[src/rtl/btn_clk_pkg.sv]
// rtl/btn_clk_pkg.sv - shared defaults, width helpers and btn_held state encoding
package btn_clk_pkg;

  localparam int CLK_HZ_DEF   = 6_250_000;
  localparam int SLOW_HZ_DEF  = 45;
  localparam int DEBOUNCE_DEF = 125_000;
  localparam int REPEAT_DEF   = 1_562_500;

  typedef enum logic [1:0] {
    IDLE  = 2'd0,
    ARMED = 2'd1,
    SEEN  = 2'd2
  } held_state_e;

  // Half period of the slow clock in fast cycles (integer division).
  function automatic int half_of(input int clk_hz, input int slow_hz);
    return clk_hz / (2 * slow_hz);
  endfunction

  function automatic int cnt_width(input int n);
    return (n < 2) ? 1 : $clog2(n);
  endfunction

endpackage

[src/rtl/btn_debounce.sv]
// rtl/btn_debounce.sv - two-flop sync, debounce, press pulse and press event
// Auto-repeat counter present only when BTN_AUTOREPEAT_EN is defined.
module btn_debounce
  import btn_clk_pkg::*;
#(
  parameter int DEBOUNCE_CYCLES = DEBOUNCE_DEF,
  parameter int REPEAT_CYCLES   = REPEAT_DEF
) (
  input  logic clk_i,
  input  logic reset_i,
  input  logic btn_raw_i,
  output logic btn_level_o,
  output logic btn_press_pulse_o,
  output logic press_evt_o
);

  localparam int DW = cnt_width(DEBOUNCE_CYCLES);

  logic          sync1_q, sync2_q;
  logic          level_q, level_d;
  logic          pulse_q;
  logic [DW-1:0] dcnt_q, dcnt_d;
  logic          rise_d;

  always_comb begin
    dcnt_d  = dcnt_q;
    level_d = level_q;
    if (sync2_q == level_q) begin
      dcnt_d = '0;
    end else if (dcnt_q == DW'(DEBOUNCE_CYCLES - 1)) begin
      dcnt_d  = '0;
      level_d = sync2_q;
    end else begin
      dcnt_d = dcnt_q + DW'(1);
    end
  end

  assign rise_d = level_d & ~level_q;

`ifdef BTN_AUTOREPEAT_EN
  localparam int RW = cnt_width(REPEAT_CYCLES);

  logic [RW-1:0] rcnt_q, rcnt_d;
  logic          rep_d;

  // A repeat is suppressed in the cycle the level is falling.
  assign rep_d  = level_q & level_d & (rcnt_q == RW'(REPEAT_CYCLES - 1));
  assign rcnt_d = (!level_q || rcnt_q == RW'(REPEAT_CYCLES - 1)) ? '0 : rcnt_q + RW'(1);

  always_ff @(posedge clk_i) begin
    if (reset_i) rcnt_q <= '0;
    else         rcnt_q <= rcnt_d;
  end

  assign press_evt_o = rise_d | rep_d;
`else
  logic unused_repeat;
  assign unused_repeat = (REPEAT_CYCLES > 0);
  assign press_evt_o   = rise_d;
`endif

  always_ff @(posedge clk_i) begin
    if (reset_i) begin
      sync1_q <= 1'b0;
      sync2_q <= 1'b0;
      level_q <= 1'b0;
      pulse_q <= 1'b0;
      dcnt_q  <= '0;
    end else begin
      sync1_q <= btn_raw_i;
      sync2_q <= sync1_q;
      level_q <= level_d;
      pulse_q <= press_evt_o;
      dcnt_q  <= dcnt_d;
    end
  end

  assign btn_level_o       = level_q;
  assign btn_press_pulse_o = pulse_q;

endmodule

[src/rtl/btn_slowclk_conditioner.sv]
// rtl/btn_slowclk_conditioner.sv - slow clock divider plus button conditioning for slow-clock consumers
// Optional auto-repeat of press events via BTN_AUTOREPEAT_EN.
module btn_slowclk_conditioner
  import btn_clk_pkg::*;
#(
  parameter int CLK_HZ          = CLK_HZ_DEF,
  parameter int SLOW_HZ         = SLOW_HZ_DEF,
  parameter int DEBOUNCE_CYCLES = DEBOUNCE_DEF,
  parameter int REPEAT_CYCLES   = REPEAT_DEF
) (
  input  logic clk_mhz_6_25,
  input  logic reset,
  input  logic btn_raw,
  output logic clk_hz_45,
  output logic btn_level,
  output logic btn_press_pulse,
  output logic btn_held
);

  localparam int HALF   = half_of(CLK_HZ, SLOW_HZ);
  localparam int HALF_W = cnt_width(HALF);

  logic [HALF_W-1:0] cnt_q, cnt_d;
  logic              slow_q, slow_d;
  logic              wrap;
  logic              rise_evt, fall_evt;
  logic              press_evt;

  held_state_e state_q;
  logic        held_q;
  logic        seen_rise_q;

  assign wrap     = (cnt_q == HALF_W'(HALF - 1));
  assign rise_evt = wrap & ~slow_q;
  assign fall_evt = wrap & slow_q;

  always_comb begin
    cnt_d  = cnt_q + HALF_W'(1);
    slow_d = slow_q;
    if (wrap) begin
      cnt_d  = '0;
      slow_d = ~slow_q;
    end
  end

  always_ff @(posedge clk_mhz_6_25) begin
    if (reset) begin
      cnt_q  <= '0;
      slow_q <= 1'b0;
    end else begin
      cnt_q  <= cnt_d;
      slow_q <= slow_d;
    end
  end

  btn_debounce #(
    .DEBOUNCE_CYCLES(DEBOUNCE_CYCLES),
    .REPEAT_CYCLES  (REPEAT_CYCLES)
  ) u_debounce (
    .clk_i            (clk_mhz_6_25),
    .reset_i          (reset),
    .btn_raw_i        (btn_raw),
    .btn_level_o      (btn_level),
    .btn_press_pulse_o(btn_press_pulse),
    .press_evt_o      (press_evt)
  );

  // A rise coinciding with the press is not counted: the consumer may miss it.
  always_ff @(posedge clk_mhz_6_25) begin
    if (reset) begin
      state_q     <= IDLE;
      held_q      <= 1'b0;
      seen_rise_q <= 1'b0;
    end else begin
      case (state_q)
        IDLE: begin
          if (press_evt) begin
            state_q     <= ARMED;
            held_q      <= 1'b1;
            seen_rise_q <= 1'b0;
          end
        end
        ARMED: begin
          if (rise_evt) begin
            state_q     <= SEEN;
            seen_rise_q <= 1'b1;
          end
        end
        SEEN: begin
          if (fall_evt && seen_rise_q) begin
            state_q <= IDLE;
            held_q  <= 1'b0;
          end
        end
        default: begin
          state_q     <= IDLE;
          held_q      <= 1'b0;
          seen_rise_q <= 1'b0;
        end
      endcase
    end
  end

  assign clk_hz_45 = slow_q;
  assign btn_held  = held_q;

endmodule
[config.mk]
export PLATFORM = sky130hd
export DESIGN_NAME = btn_slowclk_conditioner
export DESIGN_NICKNAME = d
export VERILOG_FILES = /design/src/rtl/btn_clk_pkg.sv /design/src/rtl/btn_debounce.sv /design/src/rtl/btn_slowclk_conditioner.sv
export SDC_FILE = /design/constraint.sdc
export NUM_CORES = 1
export LEC_CHECK = 0
export CORE_MARGIN = 8
export CORE_UTILIZATION = 40
export DETAILED_ROUTE_END_ITERATION = 7
export PLACE_DENSITY = 0.59
export SLEW_MARGIN = 40
export SYNTH_ARGS = -nofsm -noshare
export SYNTH_HDL_FRONTEND = slang
export SYNTH_SLANG_ARGS = --single-unit
[constraint.sdc]
create_clock -name clk_mhz_6_25 -period 1.73 [get_ports clk_mhz_6_25]
set_clock_uncertainty 0.05 [all_clocks]
set_input_delay 0.4325 -clock clk_mhz_6_25 [delete_from_list [all_inputs] [get_ports clk_mhz_6_25]]
set_output_delay 0.4325 -clock clk_mhz_6_25 [all_outputs]
set_load 0.05 [all_outputs]
==> results of run 1 <==
[registers in the layout, summed over array words and instances (netlist names)]
register,cells
cnt_q,17
u_debounce.dcnt_q,17
state_q,2
btn_held,1
clk_hz_45,1
seen_rise_q,1
u_debounce.btn_level_o,1
u_debounce.btn_press_pulse_o,1
u_debounce.sync1_q,1
u_debounce.sync2_q,1
[kinds of logic (layout without fill, tap and decap cells)]
kind of cell | Yosys count | count (layout) | synth area share (%)
adder cells (fa/ha/maj) | 2 | 2 | 1.31
XOR/XNOR | 25 | 25 | 11.5
buffers and inverters | 10 | 65 | 2.56
AO/OA/AOI/OAI | 25 | 25 | 9.01
flip-flops | 43 | 43 | 45.2
AND/OR/NAND/NOR | 106 | 106 | 30.4
[how the worst max path moves through the flow]
stage                     startpoint                    end  slack, ps  cells past startpoint
2_1_floorplan   u_debounce.dcnt_q[7]   u_debounce.dcnt_q[0]        -90                      6
5_1_grt         u_debounce.dcnt_q[8]             state_q[0]       -220                      5
3_3_place_gp    u_debounce.dcnt_q[7]  u_debounce.dcnt_q[15]        -30                      5
3_5_place_dp    u_debounce.dcnt_q[6]  u_debounce.dcnt_q[15]        -60                      4
6_report        u_debounce.dcnt_q[8]             state_q[0]       -110                      5
4_1_cts        u_debounce.dcnt_q[12]             state_q[0]        -80                      5
[through the flow]
stage               hold WS (ps)  total power (W)  utilization (%)  instance area [sq um]
floorplan                    352          0.00106                -                   1920
global placement             379          0.00109             50.4                   2350
detailed placement           381          0.00109             50.4                   2350
CTS                          403          0.00174             53.6                   2500
global route                 423          0.00178             54.7                   2550
finish                       397          0.00170             54.7                   2550
[power breakdown]
part           switching, W  internal, W  leakage [nW]
Clock              0.000350     0.000281        0.0402
Combinational     0.0000326    0.0000356         0.526
Sequential       0.00000506     0.000997         0.349
Total              0.000388      0.00131         0.916
[cells in the mapped netlist, drive strengths merged, types with 2 or more instances]
| library cell | instances | area, sq um |
|---|---|---|
| o31ai | 3 | 22.5 |
| nor4b | 2 | 17.5 |
| o311ai | 2 | 17.5 |
| nor2b | 3 | 18.8 |
| and3 | 2 | 12.5 |
| xnor2 | 14 | 123 |
| or4 | 5 | 41.3 |
| nor3 | 3 | 15.0 |
| and4 | 3 | 26.3 |
| inv | 5 | 18.8 |
| ha | 2 | 25.0 |
| or4b | 2 | 23.8 |
| nor3b | 2 | 15.0 |
| xor2 | 11 | 96.3 |
| nand2 | 16 | 60.1 |
| o21ai | 3 | 15.0 |
| buf | 2 | 18.8 |
| nand4 | 9 | 56.3 |
| nor4 | 6 | 52.6 |
| nand3 | 14 | 75.1 |
| a21oi | 11 | 55.1 |
| or3 | 4 | 25.0 |
| dfxtp | 43 | 861 |
| nor2 | 33 | 124 |
| clkbuf | 3 | 11.3 |
[what timing repair did]
item / in CTS / in global routing
hold buffers: 0 / 0
gates resized for setup: 2 / 8
setup endpoints to repair: 22 / 34
pin swaps: 4 / 4
gates cloned: 1 / 0
setup buffers: 3 / 1
[layer usage]
layer  share of wire [%]  GRT usage, %
met1                  50          15.4
met2                  45          18.3
met3                 3.6          3.86
met4                 1.4          4.69
met5                   0             0
[layout make-up]
type / instances / area, sq um / area share, %
Multi-Input combinational cell: 158 / 1050 / 41.2
Clock buffer: 5 / 68.8 / 2.70
Tap cell: 54 / 67.6 / 2.65
Timing Repair Buffer: 52 / 458 / 18.0
Sequential cell: 43 / 866 / 34.0
Inverter: 5 / 18.8 / 0.737
Clock inverter: 3 / 20.0 / 0.786
==> results.cfg, run 1 <==
[global_route]
gr-usage-all-layers_pct = 12.1
grt_overflow = 0
grt_max_degree = 15
antenna_found_initial = 0
grt_pass1_vias = 1562
grt_first_pass_wirelength_um = 7050

[floorplanning]
die-width_um = 85.0
die_h_um = 85.0
row_count = 25
start_util_pct = 40.8
io_pins = 7
coreArea_sq_mm = 0.00466
die_area_sq_mm = 0.00722

[final_layout]
final_cell_count_no_fill = 320
final_common_cell = buf_4
syn2layout_area_growth_pct = 33.9
antenna_cells = 0
drive_above_1_share_pct = 28.9
layout_common_cells = buf_4 (46), dfxtp_1 (39), nor2_1 (33)
nets = 270
nFillCells = 420

[hold_path]
hold_path_end = u_debounce.sync2_q
hold_depth = 1
hp-start = u_debounce.sync1_q
hold_class = flop to flop

[synth]
synth_cell_type_count = 38
yosysSeqAreaShare_pct = 45.2
syn_inst = 211
synth_warnings = 0
syn_nets = 216
syn_area_per_cell_sq_um = 9.02
ys.flop_type = dfxtp_1
async_flop_share_pct = 0
ys_ff_latch = 43
synth-edff-count = 0
syn_area_sq_mm = 0.00190

[placement]
placed_cells_incl_taps = 307
dp_hpwl_um = 2840
port_buffers = 6
routabilityCongestion = 0.795
post-place-ws_ps = -61.0

[detailed_routing]
via_count = 1650
wirelength_um = 4050
drc = 0
wl_per_cell_um = 12.6
viasPerCell = 5.16
drtIter0Drc = 104
ant_nets = 0
first_pass_iters = 4

[clocking]
clk_pin_slew_ps = 90
numClockSinks = 43
htree_levels = 2
clock_latency_ps = 300
root_buffer = clkbuf_8
numCtsBuffers = 5
cts_tree = yes
cts_buffer_depth = 2

[timing]
relSlewSlack_pct = 74.8
fin_tns_setup_ps = -756
rsz0062_at_grt = yes
final.setup.worst_slack_ps = -106
finalCritPeriodShare_pct = 106
hold_viol = 0
final.min_clock_period_ps = 1840
worst_pin_slew_ps = 373
fmax_mhz = 545
drv_slew = 0
setup_viol = 20

[worst_setup_path]
r2r_slack_ps = -110
critical-path-slowest-cell = or4b_4
critical_path_required_ps = 1880
worstPathCellList = or4b_4 -> nor4_4 -> buf_4 -> nand3_4 -> a2111oi_4
reg2reg_depth = 5
path_max_fanout = 4
reg2reg_from = u_debounce.dcnt_q[8]
slowest_delay_ps = 520
timing.rr.end = state_q[0]
critPathLaunchType = flop
path_buf_inv = 1
crit_path_end_kind = flop
cp_top_family = simple AND/OR/NAND/NOR gates
worstPathArrival_ps = 1990
crit_type = flop to flop

[status]
violations = setup timing
outcome = finished, violations left

[power]
p_leak_nw = 0.916
max-vdd-ir-drop_v = 0.000442
powerDensity_mw_per_mm2 = 668

[flow_run]
drv_cap = 0
Power figures use the tool's default switching activity.
==> inputs of run 2 (changes only) <==
==> constraint.sdc (replaced) <==
create_clock -name clk_mhz_6_25 -period 1.73 [get_ports clk_mhz_6_25]
set_clock_uncertainty 0.05 [all_clocks]
set_input_delay 0.173 -clock clk_mhz_6_25 [delete_from_list [all_inputs] [get_ports clk_mhz_6_25]]
set_output_delay 0.173 -clock clk_mhz_6_25 [all_outputs]
set_load 0.05 [all_outputs]
==> run 2 against run 1 <==
  * The run still ends with setup timing left
  * Flip-flop and latch count did not move
  * Critical path depth fell by 1
  * Worst setup slack improved by 50 ps
  * Clock-buffer cell count did not move
  * Register-to-register slack improved by 50 ps
  * Clock power rose by 4.8%
  * Highest routed layer unchanged
==> results.cfg, run 2 (same netlist as run 1, synthesis figures left out) <==
[floorplanning]
die_area_sq_mm = 0.00722
die-width_um = 85.0
start_util_pct = 40.8
io_pins = 7
coreArea_sq_mm = 0.00466
die_h_um = 85.0
row_count = 25

[worst_setup_path]
worstPathArrival_ps = 1940
path_max_fanout = 4
crit_path_end_kind = flop
critPathLaunchType = flop
critical_path_required_ps = 1890
reg2reg_depth = 4
crit_type = flop to flop
r2r_slack_ps = -60

[timing]
final.setup.worst_slack_ps = -56.3
hold_viol = 0
worst_pin_slew_ps = 507
setup_viol = 20
fmax_mhz = 560
drv_slew = 0
final.min_clock_period_ps = 1790
relSlewSlack_pct = 66.1
finalCritPeriodShare_pct = 103
rsz0062_at_grt = yes

[detailed_routing]
wl_per_cell_um = 12.3
via_count = 1657
wl_met1_um = 1940
viasPerCell = 5.24
first_pass_iters = 4
drtIter0Drc = 63
ant_nets = 0
drc = 0
wirelength_um = 3870
wl_met3_um = 112
routed.top_layer = met4
routed-wl-met2_um = 1770

[power]
powerDensity_mw_per_mm2 = 701
max-vdd-ir-drop_v = 0.000329
p_leak_nw = 0.888
power_w = 0.00173

[hold_path]
hold_class = input pin to flop
hold_depth = 2

[clocking]
cts_tree = yes
numClockSinks = 43
root_buffer = clkbuf_8
clock_latency_ps = 300
cts_buffer_depth = 2
htree_levels = 2
numCtsBuffers = 5
clk_pin_slew_ps = 90
cts_hold_buf = 0

[placement]
port_buffers = 6
routabilityCongestion = 0.778
dp_hpwl_um = 2860

[global_route]
grt_overflow = 0
grt_max_degree = 18
gr-usage-all-layers_pct = 11.3
grt_pass1_vias = 1520
grt_first_pass_wirelength_um = 6650
antenna_found_initial = 0

[final_layout]
nets = 266
layout_common_cells = buf_4 (43), dfxtp_1 (38), nor2_1 (33)
syn2layout_area_growth_pct = 29.4
nFillCells = 454
finish.utilization_pct = 52.8
largestRegisters = cnt_q x17, u_debounce.dcnt_q x17, state_q x2
drive_above_1_share_pct = 27.9
antenna_cells = 0
final_common_cell = buf_4

[status]
violations = setup timing
outcome = finished, violations left

[flow_run]
drv_cap = 0
[run 2: path summary, 6_finish.rpt]
| check | startpoint | end |
|---|---|---|
| worst max register to register | u_debounce.dcnt_q[3] | state_q[0] |
| worst max-delay path | u_debounce.dcnt_q[3] | state_q[0] |
| worst min register to register | u_debounce.sync1_q | u_debounce.sync2_q |
| worst min-delay path | btn_raw | u_debounce.sync1_q |
[run 2: critical path: stages (launching register included)]
cell and delay (ps):
dfxtp_2 330, or4b_4 540, nor4_4 350, nand3_2 140, a2111oi_2 290
[run 2: power breakdown]
part           leakage (nW)   total, W  internal [W]  switching (W)
combinational         0.497  0.0000614     0.0000309      0.0000305
clock                0.0408   0.000661      0.000289       0.000372
sequential            0.350    0.00100      0.000997     0.00000606
total                 0.888    0.00173       0.00132       0.000409
[run 2: layer usage]
layer	vias up	track usage, %
met5	-	0
met1	776	13.8
met2	16	17.8
li1	859	-
met4	0	6.31
met3	6	2.41
[run 2: cell type report]
type                    instances  area [sq um]  share of cell area, %
clock buffers                   5          68.8                   2.79
clock inverters                 3          23.8                  0.965
inverters                       5          18.8                  0.762
multi-input cells             158          1030                   41.9
flip-flops and latches         43           867                   35.2
well taps                      54          67.6                   2.74
repair buffers                 48           385                   15.7
[run 2: through the flow]
step	area [sq um]	hold slack (ps)	setup WS, ps	TNS [ps]	instances
global placement	2310	398	-53.0	-799	305
floorplan	1920	251	-90.5	-975	211
global route	2460	351	-148	-1930	316
detailed placement	2310	401	-96.3	-1150	305
CTS	2430	356	-77.4	-1200	315
finish	2460	367	-56.3	-827	316
[run 2: repair_timing]
action                     4_1_cts  5_1_grt
setup endpoints to repair       20       25
pin swaps                        8        4
gates resized for setup          3        7
buffers inserted                 2        1
==> inputs of run 3 (changes only) <==
--- a/config.mk
+++ b/config.mk
@@ -5,6 +5,7 @@
 export SDC_FILE = /design/constraint.sdc
 export NUM_CORES = 1
 export LEC_CHECK = 0
+export CORE_ASPECT_RATIO = 0.6
 export CORE_MARGIN = 8
 export CORE_UTILIZATION = 40
 export DETAILED_ROUTE_END_ITERATION = 7
==> run 3 against run 2 <==
  * The flow still finishes with violations (setup timing)
  * Sequential share of layout area is 0.54 points lower
  * Flip-flop and latch count stayed put
  * Register-to-register slack hardly changed
  * Largest power group unchanged
  * Total power is 5.4% higher
  * Critical endpoint is now u_debounce.dcnt_q[16]
  * Combinational power is 0.8% higher
  * Clock-buffer cell count is 1 higher
  * Die area is 1.0% higher
  * Global-route usage is 0.73 points higher
  * First-iteration DRC count is 89% higher
  * Highest routed layer unchanged
  * Final area is 1.1% higher
  * Final cell count is 3.5% higher
==> results.cfg, run 3 (same netlist as run 1, synthesis figures left out) <==
[detailed_routing]
drc = 0
drtIter0Drc = 119
wl_per_cell_um = 12.7
first_pass_iters = 4
via_count = 1639
viasPerCell = 5.01
wirelength_um = 4140
ant_nets = 0

[worst_setup_path]
crit_cells = 5
crit_path_end_kind = flop
reg2reg_depth = 5
slowest_delay_ps = 540
cp_top_family = simple AND/OR/NAND/NOR gates
critical_path_required_ps = 1850
crit_type = flop to flop
path_buf_inv = 1
worstPathArrival_ps = 1920
worstPathCellList = or4b_4 -> nor4_4 -> a211o_2 -> buf_12 -> a21oi_1
path_max_fanout = 11
critical-path-slowest-cell = or4b_4
critPathLaunchType = flop

[timing]
finalCritPeriodShare_pct = 104
fmax_mhz = 556
rsz0062_at_grt = yes
worst_pin_slew_ps = 494
setup_viol = 18
final.setup.worst_slack_ps = -68.9
hold_viol = 0
final.min_clock_period_ps = 1800
relSlewSlack_pct = 66.9
drv_slew = 0

[status]
outcome = finished, violations left
violations = setup timing

[clocking]
root_buffer = clkbuf_8
cts_tree = yes
cts_buffer_depth = 2
numCtsBuffers = 5
numClockSinks = 43
clk_pin_slew_ps = 80
clock_latency_ps = 290
htree_levels = 2
cts_setup_buffers = 0

[global_route]
gr-usage-all-layers_pct = 12.0
grt_first_pass_wirelength_um = 7150
grt_max_degree = 13
antenna_found_initial = 0
grt_overflow = 0
grt_pass1_vias = 1466

[power]
max-vdd-ir-drop_v = 0.000422
p_leak_nw = 0.897
powerDensity_mw_per_mm2 = 731
power_w = 0.00182

[floorplanning]
die_h_um = 69.4
coreArea_sq_mm = 0.00456
die_area_sq_mm = 0.00729
die-width_um = 105
row_count = 19
io_pins = 7
start_util_pct = 41.7

[hold_path]
hold_class = flop to flop
hold_depth = 1

[placement]
dp_hpwl_um = 3150
routabilityCongestion = 0.826
port_buffers = 6

[final_layout]
syn2layout_area_growth_pct = 30.8
nets = 269
antenna_cells = 0
layout_common_cells = buf_4 (45), dfxtp_1 (41), nor2_1 (33)
largestRegisters = cnt_q x17, u_debounce.dcnt_q x17, state_q x2
final_common_cell = buf_4
drive_above_1_share_pct = 25.8
nFillCells = 410
finish.utilization_pct = 54.6

[flow_run]
drv_cap = 0
## run 3: layer usage
layer / vias to the layer above / wire (um) / global-route usage (%)
met1: 737 / 2480 / 19.2
li1: 860 / - / -
met3: 4 / 256 / 3.99
met2: 38 / 1370 / 13.4
met4: 0 / 37 / 4.25
met5: - / 0 / 0
## run 3: where the power goes
part,internal [W],switching (W),total (W)
combinational,0.0000305,0.0000314,0.0000619
sequential,0.000997,0.00000562,0.00100
clock,0.000423,0.000332,0.000755
## run 3: through the flow
stage | std cells | setup TNS (ps) | setup slack [ps] | hold slack, ps | instance area, sq um
2_1_floorplan | 211 | -975 | -90.5 | 251 | 1920
3_3_place_gp | 320 | -593 | -113 | 363 | 2370
3_5_place_dp | 320 | -1230 | -85.6 | 375 | 2370
4_1_cts | 327 | -1190 | -81.7 | 393 | 2480
5_1_grt | 327 | -3030 | -171 | 400 | 2490
6_report | 327 | -950 | -68.9 | 391 | 2490
## run 3: worst paths after layout
path | slack (ps) | to | start
worst min-delay path | 390 | u_debounce.dcnt_q[0] | u_debounce.dcnt_q[0]
worst min register to register | 390 | u_debounce.dcnt_q[0] | u_debounce.dcnt_q[0]
worst max register to register | -70 | u_debounce.dcnt_q[16] | u_debounce.dcnt_q[10]
worst max-delay path | -70 | u_debounce.dcnt_q[16] | u_debounce.dcnt_q[10]
## run 3: cell type report
type | count | area, sq um | share of cell area, %
clock inverters | 1 | 30.0 | 1.21
repair buffers | 51 | 409 | 16.4
clock buffers | 6 | 72.6 | 2.91
well taps | 63 | 78.8 | 3.17
inverters | 5 | 18.8 | 0.754
multi-input cells | 158 | 1020 | 40.9
flip-flops and latches | 43 | 863 | 34.7
## run 3: timing repair
action                     4_1_cts  5_1_grt
cloned                           0        0
hold buffers                     0        0
setup endpoints to repair       20       31
pin swaps                        1        3
gates resized for setup          2        2
